`config.mk`:
```
export PLATFORM = sky130hd
export DESIGN_NAME = pcm_frame_packetizer
export DESIGN_NICKNAME = d
export VERILOG_FILES = /design/src/rtl/pcm_frame_packetizer_pkg.sv /design/src/rtl/pcm_sync_fifo.sv /design/src/rtl/pcm_frame_packetizer.sv
export SDC_FILE = /design/constraint.sdc
export NUM_CORES = 1
export LEC_CHECK = 0
export ABC_AREA = 1
export CORE_ASPECT_RATIO = 0.75
export CORE_MARGIN = 3
export CORE_UTILIZATION = 55
export DETAILED_ROUTE_END_ITERATION = 12
export PLACE_DENSITY = 0.72
export SYNTH_ARGS = -nofsm -noshare
export SYNTH_HDL_FRONTEND = slang
export SYNTH_SLANG_ARGS = --single-unit
```
`constraint.sdc`:
```
create_clock -name clk -period 7.1 [get_ports clk]
set_input_delay 1.42 -clock clk [delete_from_list [all_inputs] [get_ports clk]]
set_output_delay 1.42 -clock clk [all_outputs]
set_load 0.05 [all_outputs]
```
`src/rtl/pcm_frame_packetizer_pkg.sv`:
```
// Shared definitions for the PCM frame packetizer: frame byte states and
// the constants used on the sample and byte-stream sides.
package pcm_frame_packetizer_pkg;

    typedef enum logic [2:0] {
        ST_IDLE = 3'd0,
        ST_SYNC = 3'd1,
        ST_SEQ  = 3'd2,
        ST_HI   = 3'd3,
        ST_LO   = 3'd4
    } frame_state_t;

    localparam logic [7:0] SYNC_BYTE_DEFAULT = 8'hA5;
    localparam logic [1:0] ERR_NONE          = 2'b00;
    localparam int         SAMPLE_W          = 16;

    // Width of a counter indexing n items, never narrower than one bit.
    function automatic int idx_width(input int n);
        return (n > 1) ? $clog2(n) : 1;
    endfunction

endpackage

```
`src/rtl/pcm_sync_fifo.sv`:
```
// First-word-fall-through synchronous FIFO: array storage with a registered
// read port that prefetches the next head, plus registered full/empty/count.
module pcm_sync_fifo #(
    parameter int WIDTH = 16,
    parameter int DEPTH = 64
) (
    input  logic                     clk,
    input  logic                     reset_n,
    input  logic                     wr_en,
    input  logic [WIDTH-1:0]         wr_data,
    input  logic                     rd_en,
    output logic [WIDTH-1:0]         rd_data,
    output logic [$clog2(DEPTH):0]   count,
    output logic                     full,
    output logic                     empty
);
    localparam int             AW       = $clog2(DEPTH);
    localparam logic [AW:0]    FULL_CNT = (AW + 1)'(DEPTH);

    logic [WIDTH-1:0] mem [DEPTH];
    logic [AW-1:0]    wr_ptr_reg;
    logic [AW-1:0]    rd_ptr_reg;
    logic [AW-1:0]    rd_addr_next;
    logic [AW:0]      count_reg;
    logic [AW:0]      count_next;
    logic             full_reg;
    logic             empty_reg;
    logic [WIDTH-1:0] rd_data_reg;
    logic             push;
    logic             pop;

    assign push         = wr_en & ~full_reg;
    assign pop          = rd_en & ~empty_reg;
    assign rd_addr_next = pop ? (rd_ptr_reg + AW'(1)) : rd_ptr_reg;

    always_comb begin
        count_next = count_reg;
        case ({push, pop})
            2'b10:   count_next = count_reg + (AW + 1)'(1);
            2'b01:   count_next = count_reg - (AW + 1)'(1);
            default: count_next = count_reg;
        endcase
    end

    always_ff @(posedge clk) begin
        if (!reset_n) begin
            wr_ptr_reg <= '0;
            rd_ptr_reg <= '0;
            count_reg  <= '0;
            full_reg   <= 1'b0;
            empty_reg  <= 1'b1;
        end else begin
            if (push) begin
                wr_ptr_reg <= wr_ptr_reg + AW'(1);
            end
            rd_ptr_reg <= rd_addr_next;
            count_reg  <= count_next;
            full_reg   <= (count_next == FULL_CNT);
            empty_reg  <= (count_next == '0);
        end
    end

    always_ff @(posedge clk) begin
        if (push) begin
            mem[wr_ptr_reg] <= wr_data;
        end
    end

    // The next head is read one cycle ahead; when the word being written is
    // itself the next head (FIFO draining to one entry), forward it directly.
    always_ff @(posedge clk) begin
        if (!reset_n) begin
            rd_data_reg <= '0;
        end else if (push && (wr_ptr_reg == rd_addr_next)) begin
            rd_data_reg <= wr_data;
        end else begin
            rd_data_reg <= mem[rd_addr_next];
        end
    end

    assign rd_data = rd_data_reg;
    assign count   = count_reg;
    assign full    = full_reg;
    assign empty   = empty_reg;

endmodule

```
`src/rtl/pcm_frame_packetizer.sv`:
```
// Buffers decimated PCM samples and emits fixed-length byte frames:
// sync byte, sequence number, then each sample MSB first.
module pcm_frame_packetizer
    import pcm_frame_packetizer_pkg::*;
#(
    parameter int         FIFO_DEPTH        = 64,
    parameter int         SAMPLES_PER_FRAME = 16,
    parameter logic [7:0] SYNC_BYTE         = SYNC_BYTE_DEFAULT
) (
    input  logic        clk,
    input  logic        reset_n,
    input  logic [15:0] in_data,
    input  logic        in_valid,
    input  logic [1:0]  in_error,
    output logic [7:0]  out_data,
    output logic        out_valid,
    input  logic        out_ready,
    output logic        out_sop,
    output logic        out_eop,
    output logic        overflow,
    input  logic        clear_overflow,
    output logic [15:0] err_drop_cnt
);
    localparam int              AW        = $clog2(FIFO_DEPTH);
    localparam int              IW        = idx_width(SAMPLES_PER_FRAME);
    localparam logic [AW:0]     FRAME_CNT = (AW + 1)'(SAMPLES_PER_FRAME);
    localparam logic [IW-1:0]   LAST_IDX  = IW'(SAMPLES_PER_FRAME - 1);

    frame_state_t          state_reg;
    frame_state_t          state_next;
    logic [SAMPLE_W-1:0]   sample_reg;
    logic [SAMPLE_W-1:0]   sample_next;
    logic [IW-1:0]         idx_reg;
    logic [IW-1:0]         idx_next;
    logic [7:0]            seq_reg;
    logic [7:0]            seq_next;

    logic [7:0]            out_data_reg;
    logic [7:0]            out_data_next;
    logic                  out_valid_reg;
    logic                  out_valid_next;
    logic                  out_sop_reg;
    logic                  out_sop_next;
    logic                  out_eop_reg;
    logic                  out_eop_next;
    logic                  overflow_reg;
    logic [15:0]           err_cnt_reg;

    logic                  sample_ok;
    logic                  drop_full;
    logic                  drop_err;
    logic                  fifo_wr;
    logic                  pop_req;
    logic [SAMPLE_W-1:0]   fifo_rd_data;
    logic [AW:0]           fifo_count;
    logic                  fifo_full;
    logic                  fifo_empty;
    logic                  accept;
    logic                  frame_ready;

    assign sample_ok   = in_valid & (in_error == ERR_NONE);
    assign fifo_wr     = sample_ok & ~fifo_full;
    assign drop_full   = sample_ok & fifo_full;
    assign drop_err    = in_valid & (in_error != ERR_NONE);
    assign accept      = out_valid_reg & out_ready;
    assign frame_ready = (fifo_count >= FRAME_CNT);

    pcm_sync_fifo #(
        .WIDTH (SAMPLE_W),
        .DEPTH (FIFO_DEPTH)
    ) u_fifo (
        .clk     (clk),
        .reset_n (reset_n),
        .wr_en   (fifo_wr),
        .wr_data (in_data),
        .rd_en   (pop_req & ~fifo_empty),
        .rd_data (fifo_rd_data),
        .count   (fifo_count),
        .full    (fifo_full),
        .empty   (fifo_empty)
    );

    // state_reg names the byte currently presented on the output registers.
    always_comb begin
        state_next  = state_reg;
        sample_next = sample_reg;
        idx_next    = idx_reg;
        seq_next    = seq_reg;
        pop_req     = 1'b0;
        case (state_reg)
            ST_IDLE: begin
                if (frame_ready) begin
                    state_next = ST_SYNC;
                end
            end
            ST_SYNC: begin
                if (accept) begin
                    state_next = ST_SEQ;
                end
            end
            ST_SEQ: begin
                if (accept) begin
                    state_next  = ST_HI;
                    pop_req     = 1'b1;
                    sample_next = fifo_rd_data;
                    idx_next    = '0;
                end
            end
            ST_HI: begin
                if (accept) begin
                    state_next = ST_LO;
                end
            end
            ST_LO: begin
                if (accept) begin
                    if (idx_reg == LAST_IDX) begin
                        seq_next   = seq_reg + 8'd1;
                        state_next = frame_ready ? ST_SYNC : ST_IDLE;
                    end else begin
                        pop_req     = 1'b1;
                        sample_next = fifo_rd_data;
                        idx_next    = idx_reg + IW'(1);
                        state_next  = ST_HI;
                    end
                end
            end
            default: state_next = ST_IDLE;
        endcase
    end

    // Outputs are derived from the next state so they register alongside it
    // and hold naturally while the consumer stalls.
    always_comb begin
        out_valid_next = (state_next != ST_IDLE);
        out_sop_next   = (state_next == ST_SYNC);
        out_eop_next   = (state_next == ST_LO) && (idx_next == LAST_IDX);
        out_data_next  = '0;
        case (state_next)
            ST_SYNC: out_data_next = SYNC_BYTE;
            ST_SEQ:  out_data_next = seq_next;
            ST_HI:   out_data_next = sample_next[15:8];
            ST_LO:   out_data_next = sample_next[7:0];
            default: out_data_next = '0;
        endcase
    end

    always_ff @(posedge clk) begin
        if (!reset_n) begin
            state_reg     <= ST_IDLE;
            sample_reg    <= '0;
            idx_reg       <= '0;
            seq_reg       <= '0;
            out_data_reg  <= '0;
            out_valid_reg <= 1'b0;
            out_sop_reg   <= 1'b0;
            out_eop_reg   <= 1'b0;
        end else begin
            state_reg     <= state_next;
            sample_reg    <= sample_next;
            idx_reg       <= idx_next;
            seq_reg       <= seq_next;
            out_data_reg  <= out_data_next;
            out_valid_reg <= out_valid_next;
            out_sop_reg   <= out_sop_next;
            out_eop_reg   <= out_eop_next;
        end
    end

    // A drop in the same cycle as a clear keeps the flag set.
    always_ff @(posedge clk) begin
        if (!reset_n) begin
            overflow_reg <= 1'b0;
            err_cnt_reg  <= '0;
        end else begin
            if (drop_full) begin
                overflow_reg <= 1'b1;
            end else if (clear_overflow) begin
                overflow_reg <= 1'b0;
            end
            if (drop_err && (err_cnt_reg != 16'hFFFF)) begin
                err_cnt_reg <= err_cnt_reg + 16'd1;
            end
        end
    end

    assign out_data     = out_data_reg;
    assign out_valid    = out_valid_reg;
    assign out_sop      = out_sop_reg;
    assign out_eop      = out_eop_reg;
    assign overflow     = overflow_reg;
    assign err_drop_cnt = err_cnt_reg;

endmodule

```
==> metrics <==
final setup fails=0; Synth warnings=0; hpwl dp=72.8 mm; start point of the worst hold path=overflow$_SDFFE_PN0P_; Worst setup startpoint=out_ready; FMAX=0.191 GHz; final worst slack=approximately 1.9 ns; largest family of logic cells by synthesized area=simple AND/OR/NAND/NOR gates; Initial DRC Count=5006; DRC viols=0; crit-path max cell delay=0.56 ns; crit path DAT=5.81 ns; Synth Register Bits=1120; total wire length=135 mm; minimum hold slack=0.466 ns; layout cell share with drive strength beyond 1=7.17%; Mean Syn Cell Area=between 10 and 15 um^2; cells after synthesis=4642; final clock skew=0.0320 ns; Main synth FF type=edfxtp_1; total power=13.3 mW; CTS Root Cell=clkbuf_16; post-synthesis cell area=49300 um^2; crit-path max FO=34; ranking of synthesized cells by area=edfxtp_1 62%, nand3_1 11%, nand2_1 6.7%, inv_1 4.9%, nand3b_1 4.9%; Startpoint Class=input port; Slew HR=27.0%; gr usage total=28.8%; max FFs per register=1024; initial antenna violation count=1; Worst Max-Slew Pin Slew=1.09 ns; Via-to-Cell Ratio=between 5 and 6; leakage=about 21 nW; post-route cell area=about 55000 um^2; Setup Buffers After CTS=0; io pins=51; number of flops mapped to enable cells by yosys=1024; peak supply drop=around 220 uV; Resized Gates After CTS=0; Crit path max-delay family=simple AND/OR/NAND/NOR gates; die area=93200 um^2; max-slew violations=0; register area=roughly 33000 um^2; CP Class=in -> reg; Num CTS Buffers=105; Worst-Skew Late Latency=0.69 ns; Row Count=94; adder-cell share of the synthesized area=0.203%; setup tns final=0 ns; Hold Fails Final Rpt=0; period utilisation layout=73.6%; grt ovf=0; minimum clock period=5.22 ns; worst-path cell chain=clkdlybuf4s50_1, nand2_2, inv_2, nand2_1, o21ai_4, nand3_4, nand2_8, clkinv_2, buf_12, nand2_1, nand2_1, nand2_1, nand3_1, nand3_1, nand3_1, nand3_1, nand3_1, nand2_1, inv_1; CTS tree=done; first-pass GRT wire length=about 200 mm; Netlist cell types=46; Sink Count=1120; setup slack at placement=1.35 ns; Synth top area share=a little over three fifths; r2r setup slk=approximately 2.6 ns; Fillers=6879; largest net degree at the start of global routing=between 150 and 200; number of I/O port buffers=50; via count=34767; antenna-violating nets left=0; Synth Area in Compound Gates=roughly 1.4%; mux contribution to synthesized area=0.0406%; core area=88200 um^2; Hold Buf Count CTS=0; layout net count=4673; Initial Util=between 50% and 60%; fin util=61.8%; Biggest register=u_fifo.mem; maxcap violations=0; unrepaired setup endpoints after global routing=false; worst hold path class=reg -> reg; dpl cell area=51000 um^2; Critical R2R Launch=idx_reg[0]$_SDFF_PN0_; Async SR Flop Fraction=0%; WP buf/inv=5; number of global-route vias before repair=32807; CTS max path bufs=3; clk slew on worst S/H paths=roughly 0.070 ns; sequential area share after synthesis=roughly 66%; footprint of the multi-input gates=12900 um^2; Post-Place Cells=between 5000 and 6000; die width=352 um; Worst Setup End Kind=register; WL per Instance=approximately 23 um; Routability Congestion=0.864; Max H-tree Level=3; Die Ht=265 um; CP required=7.69 ns; top cell type by total area after synthesis=edfxtp_1; Post-Layout Cell Count=5884; Critical-path top delay cell=nand3_4; drt first pass iters=6; Layout area overhead=10.6%; Pwr Density=between 200 and 250 nW/um^2; Simple-Gate Fraction of Synth Area=23.9%; outcome=completed; Syn Nets=4673; XOR/XNOR Fraction of Synth Area=0.373%
-- path summary, 6_finish.rpt --
path                            depth (start not counted)                           end
worst max-delay path                                   19  u_fifo.rd_data[5]$_SDFF_PN0_
worst min-delay path                                    2         overflow$_SDFFE_PN0P_
worst max register to register                         16  u_fifo.rd_data[6]$_SDFF_PN0_
worst min register to register                          2         overflow$_SDFFE_PN0P_
-- Yosys cell counts (4+ instances only) --
library cell     n
nor2_1         153
xor2_1          13
o22ai_1          4
nand2_1        881
dfxtp_1         96
o21ai_0         29
nor3_1          21
o211ai_1        18
ha_1             8
buf_4           12
nand3_1       1039
edfxtp_1      1024
clkbuf_1        61
nand2_2          6
xnor2_1          8
inv_1          643
buf_1           10
nand4_1          4
inv_2            6
a21oi_1         44
o21ai_2          4
nand3b_1       321
buf_2          198
-- layout make-up --
cell class | instances | area share [%]
flip-flops and latches | 1120 | 59.9
clock buffers | 125 | 5.17
multi-input cells | 2588 | 23.6
clock inverters | 71 | 1.30
repair buffers | 174 | 2.82
diodes | 1 | 0.00459
well taps | 1152 | 2.64
inverters | 653 | 4.52
-- worst register-to-register path: stages, from the launching register on --
cell and delay, ns:
dfxtp_1 0.38, ha_1 0.20, nand3_1 0.15, nand2_1 0.16, o21ai_4 0.18, nand3_4 0.42
buf_4 0.55, buf_4 0.85, nand3_1 0.24, nand3_1 0.12, nand3_1 0.14, nand3_1 0.20
nand3_1 0.38, nand3_1 0.24, nand3_1 0.09, nand2_1 0.08, inv_1 0.05
-- power breakdown --
part	total (mW)	internal, mW	switching [mW]
combinational	0.323	0.0630	0.260
clock	5.74	3.25	2.50
sequential	7.22	7.21	0.0173
total	13.3	10.5	2.77
-- layer usage --
metal	GRT usage, %	share of wire (%)
met1	42.4	41
met2	42.2	43
met3	7.06	12
met4	9.56	3.5
met5	0	0.0096
-- kinds of logic (layout without fill, tap and decap cells) --
| logic type | after synthesis | after routing |
|---|---|---|
| flops | 1120 | 1120 |
| other cells | 0 | 1 |
| xor+xnor | 21 | 21 |
| mux | 2 | 2 |
| buf+inv | 934 | 1023 |
| compound gates | 116 | 116 |
| fa+ha+maj | 8 | 8 |
| simple gates | 2441 | 2441 |
-- layout by cell type (no fill, tap or decap), types with 4 or more instances in the layout --
cell type           n
nand3_1          1039
edfxtp_1         1024
nand2_1           880
inv_1             643
nand3b_1          321
nor2_1            153
buf_4             109
clkbuf_16         108
dfxtp_1            96
a21oi_1            44
clkdlybuf4s50_1    34
o21ai_0            29
clkinv_2           26
clkinv_1           19
nor3_1             19
o211ai_1           18
buf_2              16
buf_12             15
xor2_1             13
bufinv_16          11
clkbuf_1           11
xnor2_1             8
ha_1                8
clkinv_4            7
clkinvlp_4          5
clkbuf_8            5
nand2_2             4
inv_2               4
o22ai_1             4
nand4_1             4
inv_6               4
Note: power is estimated with default switching activity, not from simulation.
